--- src/rtl/fpga_cfg_loader.sv ---
// rtl/fpga_cfg_loader.sv - eFPGA configuration stream loader (optional checksum: FPGA_CFG_LOADER_CHECKSUM_EN)
module fpga_cfg_loader #(
    parameter int          ADDR_W    = 12,
    parameter logic [31:0] SYNC_WORD = 32'hFAB0_FAB1
) (
    input  logic              clk,
    input  logic              rst,
    input  logic [7:0]        in_data,
    input  logic              in_valid,
    output logic              in_ready,
    output logic [ADDR_W-1:0] frame_addr,
    output logic [31:0]       frame_data,
    output logic              frame_valid,
    input  logic              frame_ready,
    output logic              cfg_active,
    output logic              cfg_done,
    output logic              cfg_error
);

    typedef enum logic [2:0] {
        S_HUNT  = 3'd0,
        S_CMD   = 3'd1,
        S_DATA  = 3'd2,
        S_WRITE = 3'd3,
`ifdef FPGA_CFG_LOADER_CHECKSUM_EN
        S_CHECK = 3'd4,
`endif
        S_DONE  = 3'd5,
        S_ERROR = 3'd6
    } state_t;

    localparam logic [3:0] OP_NOP   = 4'h0;
    localparam logic [3:0] OP_WRITE = 4'h1;
    localparam logic [3:0] OP_DONE  = 4'hF;

    state_t            state_q, state_d;
    logic [1:0]        cnt_q, cnt_d;
    // Only the three previous bytes are kept; the incoming byte completes the 32-bit window.
    logic [23:0]       shift_q, shift_d;
    logic [ADDR_W-1:0] addr_q, addr_d;
    logic [11:0]       remain_q, remain_d;
    logic [ADDR_W-1:0] frame_addr_q, frame_addr_d;
    logic [31:0]       frame_data_q, frame_data_d;
    logic              frame_valid_q, frame_valid_d;
    logic              in_ready_q, in_ready_d;
    logic              done_q, done_d;
    logic              error_q, error_d;
`ifdef FPGA_CFG_LOADER_CHECKSUM_EN
    logic [31:0]       checksum_q, checksum_d;
`endif

    logic              accept;
    logic              word_done;
    logic [31:0]       word;

    // Next-state decode, word assembly and frame sequencing.
    always_comb begin
        state_d       = state_q;
        cnt_d         = cnt_q;
        shift_d       = shift_q;
        addr_d        = addr_q;
        remain_d      = remain_q;
        frame_addr_d  = frame_addr_q;
        frame_data_d  = frame_data_q;
        frame_valid_d = frame_valid_q;
`ifdef FPGA_CFG_LOADER_CHECKSUM_EN
        checksum_d    = checksum_q;
`endif
        accept    = in_valid && in_ready_q;
        word      = {shift_q, in_data};
        word_done = accept && (cnt_q == 2'd3);

        if (accept) begin
            shift_d = word[23:0];
            cnt_d   = cnt_q + 2'd1;
        end

        case (state_q)
            S_HUNT: begin
                // Byte alignment is unknown while hunting, so the counter stays parked at 0.
                cnt_d = 2'd0;
                if (accept && (word == SYNC_WORD)) begin
                    state_d    = S_CMD;
`ifdef FPGA_CFG_LOADER_CHECKSUM_EN
                    checksum_d = 32'd0;
`endif
                end
            end
            S_CMD: begin
                if (word_done) begin
                    case (word[31:28])
                        OP_NOP: state_d = S_CMD;
                        OP_WRITE: begin
                            addr_d   = word[ADDR_W-1:0];
                            remain_d = word[27:16];
                            state_d  = S_DATA;
                        end
`ifdef FPGA_CFG_LOADER_CHECKSUM_EN
                        OP_DONE: state_d = S_CHECK;
`else
                        OP_DONE: state_d = S_DONE;
`endif
                        default: state_d = S_ERROR;
                    endcase
                end
            end
            S_DATA: begin
                if (word_done) begin
                    frame_data_d  = word;
                    frame_addr_d  = addr_q;
                    frame_valid_d = 1'b1;
                    state_d       = S_WRITE;
                end
            end
            S_WRITE: begin
                if (frame_valid_q && frame_ready) begin
                    frame_valid_d = 1'b0;
                    addr_d        = addr_q + {{(ADDR_W-1){1'b0}}, 1'b1};
`ifdef FPGA_CFG_LOADER_CHECKSUM_EN
                    checksum_d    = checksum_q + frame_data_q;
`endif
                    if (remain_q == 12'd0) begin
                        state_d = S_CMD;
                    end else begin
                        remain_d = remain_q - 12'd1;
                        state_d  = S_DATA;
                    end
                end
            end
`ifdef FPGA_CFG_LOADER_CHECKSUM_EN
            S_CHECK: begin
                if (word_done) begin
                    state_d = (word == checksum_q) ? S_DONE : S_ERROR;
                end
            end
`endif
            S_DONE:  state_d = S_DONE;
            S_ERROR: state_d = S_ERROR;
            default: state_d = S_ERROR;
        endcase

        // Byte intake pauses only while a frame is outstanding.
        in_ready_d = (state_d != S_WRITE);
        done_d     = done_q  || (state_d == S_DONE);
        error_d    = error_q || (state_d == S_ERROR);
    end

    // State register.
    always_ff @(posedge clk) begin
        if (rst) begin
            state_q <= S_HUNT;
        end else begin
            state_q <= state_d;
        end
    end

    // Datapath and status registers.
    always_ff @(posedge clk) begin
        if (rst) begin
            cnt_q         <= 2'd0;
            shift_q       <= 24'd0;
            addr_q        <= '0;
            remain_q      <= 12'd0;
            frame_addr_q  <= '0;
            frame_data_q  <= 32'd0;
            frame_valid_q <= 1'b0;
            in_ready_q    <= 1'b1;
            done_q        <= 1'b0;
            error_q       <= 1'b0;
`ifdef FPGA_CFG_LOADER_CHECKSUM_EN
            checksum_q    <= 32'd0;
`endif
        end else begin
            cnt_q         <= cnt_d;
            shift_q       <= shift_d;
            addr_q        <= addr_d;
            remain_q      <= remain_d;
            frame_addr_q  <= frame_addr_d;
            frame_data_q  <= frame_data_d;
            frame_valid_q <= frame_valid_d;
            in_ready_q    <= in_ready_d;
            done_q        <= done_d;
            error_q       <= error_d;
`ifdef FPGA_CFG_LOADER_CHECKSUM_EN
            checksum_q    <= checksum_d;
`endif
        end
    end

    assign in_ready    = in_ready_q;
    assign frame_addr  = frame_addr_q;
    assign frame_data  = frame_data_q;
    assign frame_valid = frame_valid_q;
    assign cfg_done    = done_q;
    assign cfg_error   = error_q;
    assign cfg_active  = (state_q == S_CMD) || (state_q == S_DATA) || (state_q == S_WRITE)
`ifdef FPGA_CFG_LOADER_CHECKSUM_EN
                         || (state_q == S_CHECK)
`endif
                         ;

endmodule
--- config.mk ---
export PLATFORM = sky130hd
export DESIGN_NAME = fpga_cfg_loader
export DESIGN_NICKNAME = d
export VERILOG_FILES = /design/src/rtl/fpga_cfg_loader.sv
export SDC_FILE = /design/constraint.sdc
export NUM_CORES = 1
export LEC_CHECK = 0
export BUFFER_PORTS_ARGS = -buffer_cell sky130_fd_sc_hd__buf_2
export CORE_MARGIN = 2
export CORE_UTILIZATION = 45
export DETAILED_ROUTE_END_ITERATION = 12
export HOLD_SLACK_MARGIN = 0.12
export PLACE_DENSITY = 0.62
export SYNTH_ARGS = -nofsm -noshare
export SYNTH_HDL_FRONTEND = slang
export SYNTH_SLANG_ARGS = --single-unit
--- constraint.sdc ---
create_clock -name clk -period 3.2 [get_ports clk]
set_clock_uncertainty 0.05 [all_clocks]
set_input_delay 0.48 -clock clk [delete_from_list [all_inputs] [get_ports clk]]
set_output_delay 0.48 -clock clk [all_outputs]
set_load 0.02 [all_outputs]
==> impl_metrics.py <==
metrics = {
    "cells_and_area": {
        "final_cells": 745,
        "nFillCells": 936,
        "final_cell_area_um2": 4910,
        "antenna_cells": 0,
        "utilization_pct": 51.2,
        "drive_gt1_share_pct": 16.3,
        "syn2layout_area_growth_pct": 12.1,
        "final_nets": 622,
    },
    "route": {
        "drt_wl_total_um": 11300,
        "drtIter0Drc": 394,
        "met3_length_um": 722,
        "drc": 0,
        "final_antenna_net_count": 0,
        "avgRoutedWirePerCell_um": 15.2,
        "met2_wirelength_um": 5100,
        "viasPerCell": 5.43,
        "drt-pass1-iter-count": 5,
        "via_count": 4042,
        "dr.max_layer_used": "met4",
        "met1_length_um": 5340,
    },
    "synth": {
        "yosys_warnings": 0,
        "synth.distinct_cells": 56,
        "synth-main-ff-cell": "dfxtp_1",
        "avgSynthCellArea_um2": 7.70,
        "syn-cell-area_um2": 4380,
        "seq_area_frac_synth_pct": 46.1,
        "syn_nets": 584,
        "yosysTopAreaCell": "dfxtp_1",
        "synthTopCellsByCount": "nand2_1, dfxtp_1, a21oi_1, nor2_1, clkbuf_1",
        "synthTopCellsByArea": "dfxtp_1, nand2_1, a21oi_1, nor2_1, o21ai_0",
        "ys_async_sr_fraction_pct": 0,
        "synth.most_common_cell": "nand2_1",
        "ys_ff_latch": 101,
        "synth_edf_count": 0,
        "syn_inst": 569,
        "synth_top_area_share_pct": 46.1,
    },
    "power_and_ir_drop": {
        "clockPowerShare_pct": 35.3,
        "p_comb_share_pct": 3.6,
        "sw_frac_of_total_pct": 24.8,
        "p_sw_w": 0.000521,
        "power.leakage_nw": 1.75,
        "peakVddDrop_v": 0.000193,
        "internal_power_w": 0.00158,
        "power_density_nw_per_um2": 427,
        "power_frac_seq_pct": 61.1,
    },
    "setup_path": {
        "worst_ep_arrival_time_ns": 2.61,
        "crit_path_end_kind": "flip-flop",
        "r2r_setup_slack_ns": 0.74,
        "slowest_delay_ns": 0.62,
        "critical_path_class": "reg2reg",
        "cp_data_required_time_ns": 3.36,
        "r2r_end": "remain_q[3]",
        "regToRegStartpoint": "remain_q[0]",
        "worstSetupStartpointType": "flip-flop",
        "reg2regPathDepth": 7,
        "worstPathCellList": "inv_1 > ha_1 > nor3b_1 > nand4_2 > o21ai_2 > or2_2 > a21oi_1",
        "slowest_stage": "nor3b_1",
        "cp-endpoint": "remain_q[3]",
        "cp_max_fo": 19,
        "cp-startpoint": "remain_q[0]",
    },
    "grt": {
        "grt_antenna_before_repair": 0,
        "grt_start_max_net_pins": 100,
        "grt_pass1_vias": 3668,
        "grtUsageTotal_pct": 22.5,
        "overflow": 0,
        "grt_pass1_wl_um": 18700,
    },
    "placement": {
        "place_inst": 729,
        "portBuffers": 60,
        "dpl_cell_area_um2": 4730,
        "place_congestion": 0.866,
        "dp_hpwl_um": 7520,
    },
    "floorplanning": {
        "core_um2": 9590,
        "rows": 36,
        "start_util_pct": 45.7,
        "die-area_um2": 10500,
        "die_h_um": 103,
        "dieWidth_um": 103,
        "io_pins": 61,
    },
    "timing": {
        "tightestPinTransition_ns": 1.05,
        "slew_headroom_pct": 30.0,
        "whs_ns": 0.277,
        "max_freq_mhz": 407,
        "hold_viol": 0,
        "tns_ns": 0,
        "rsz0062_at_grt": "no",
        "period_share_pct": 76.8,
        "final_max_slew_viol_count": 0,
        "finalSetupViolations": 0,
        "timing.final.crit_period_ns": 2.46,
    },
    "clocking": {
        "cts-root-buf": "clkbuf_8",
        "cts_hold_buf": 0,
        "clk_latency_ns": 0.37,
        "cts_tree": "built",
        "cts_sinks": 101,
        "post_cts_buffers": 0,
        "cts_buffers": 9,
        "cts.path.max_buffers": 2,
        "htreeDepth": 3,
        "ctsResizeCount": 0,
        "clk_pin_slew_ns": 0.10,
    },
    "worst_hold_path": {
        "worstHoldPathType": "in2reg",
    },
    "flow_run": {
        "max_cap_violations": 0,
    },
    "run_status": {
        "status": "finished clean",
    },
}
power by group through the flow:
stage	clock (W)	combinational (W)	sequential, W
6_report	0.000740	0.0000766	0.00128
5_1_grt	0.000808	0.0000845	0.00128
4_1_cts	0.000761	0.0000765	0.00128
3_5_place_dp	0	0.0000762	0.00131
3_3_place_gp	0	0.0000755	0.00131
2_1_floorplan	0	0.0000485	0.00130
cells in the final DEF, fill, tap and decap left out, types with 4 or more instances in the layout:
cell type,n
nand2_1,166
buf_4,6
a22o_1,5
nor2_1,26
dfxtp_1,101
nand4_1,4
nor4_1,4
a31oi_1,6
nand2b_1,5
nand3_1,14
o21ai_0,19
a21oi_1,94
clkbuf_8,9
buf_2,60
nor3_1,9
and2_1,7
inv_1,5
clkinv_4,4
worst min-delay path by stage:
stage	cells after the start	startpoint	slack (ns)	endpoint
finish	2	frame_ready	0.28	frame_valid
global route	2	frame_ready	0.27	frame_valid
CTS	2	frame_ready	0.27	frame_valid
detailed placement	2	frame_data[20]	0.39	frame_data[20]
global placement	2	frame_data[1]	0.39	frame_data[1]
floorplan	2	addr_q[9]	0.39	frame_addr[9]
routing by layer:
| metal | vias up | GRT usage (%) |
|---|---|---|
| met1 | 1887 | 32.1 |
| met2 | 115 | 34.6 |
| li1 | 2025 | - |
| met4 | 0 | 7.38 |
| met5 | - | 0 |
| met3 | 15 | 4.00 |
layout make-up:
cell class	count	area, um2	area share (%)
Timing Repair Buffer	67	365	7.44
Clock inverter	6	50.0	1.02
Multi-Input combinational cell	423	2160	44.0
Inverter	5	18.8	0.382
Sequential cell	101	2020	41.2
Clock buffer	10	128	2.60
Tap cell	133	166	3.39
worst max-delay path, delay by kind of cell (launching register included):
| family | cells | cell delay (ns) |
|---|---|---|
| adders and majority gates | 1 | 0.17 |
| AOI/OAI and AO/OA | 2 | 0.47 |
| buffers and inverters | 1 | 0.07 |
| DFF | 1 | 0.36 |
| and+or+nand+nor | 3 | 1.19 |
logic make-up after synthesis:
kind of cell / after synthesis / share of synthesized area, %
buffers and inverters: 45 / 4.54
multiplexers: 1 / 0.228
AND/OR/NAND/NOR: 263 / 27.6
adder cells (fa/ha/maj): 3 / 0.857
AO/OA/AOI/OAI: 155 / 20.4
XOR/XNOR: 1 / 0.200
flip-flops: 101 / 46.1
registers in the layout (all words and copies together) (netlist names):
signal and flops:
frame_data 32, shift_q 24, addr_q 12, frame_addr 12, remain_q 12, state_q 3, cnt_q 2, cfg_done 1
cfg_error 1, frame_valid 1, in_ready 1
per-stage QoR:
stage | total power (W) | worst slack [ns]
after CTS | 0.00212 | 0.738
after global placement | 0.00139 | 0.813
after detailed placement | 0.00139 | 0.760
after global routing | 0.00218 | 0.487
final | 0.00210 | 0.743
after floorplan | 0.00135 | 1.34
No activity file was read; power rests on OpenSTA's default activity.
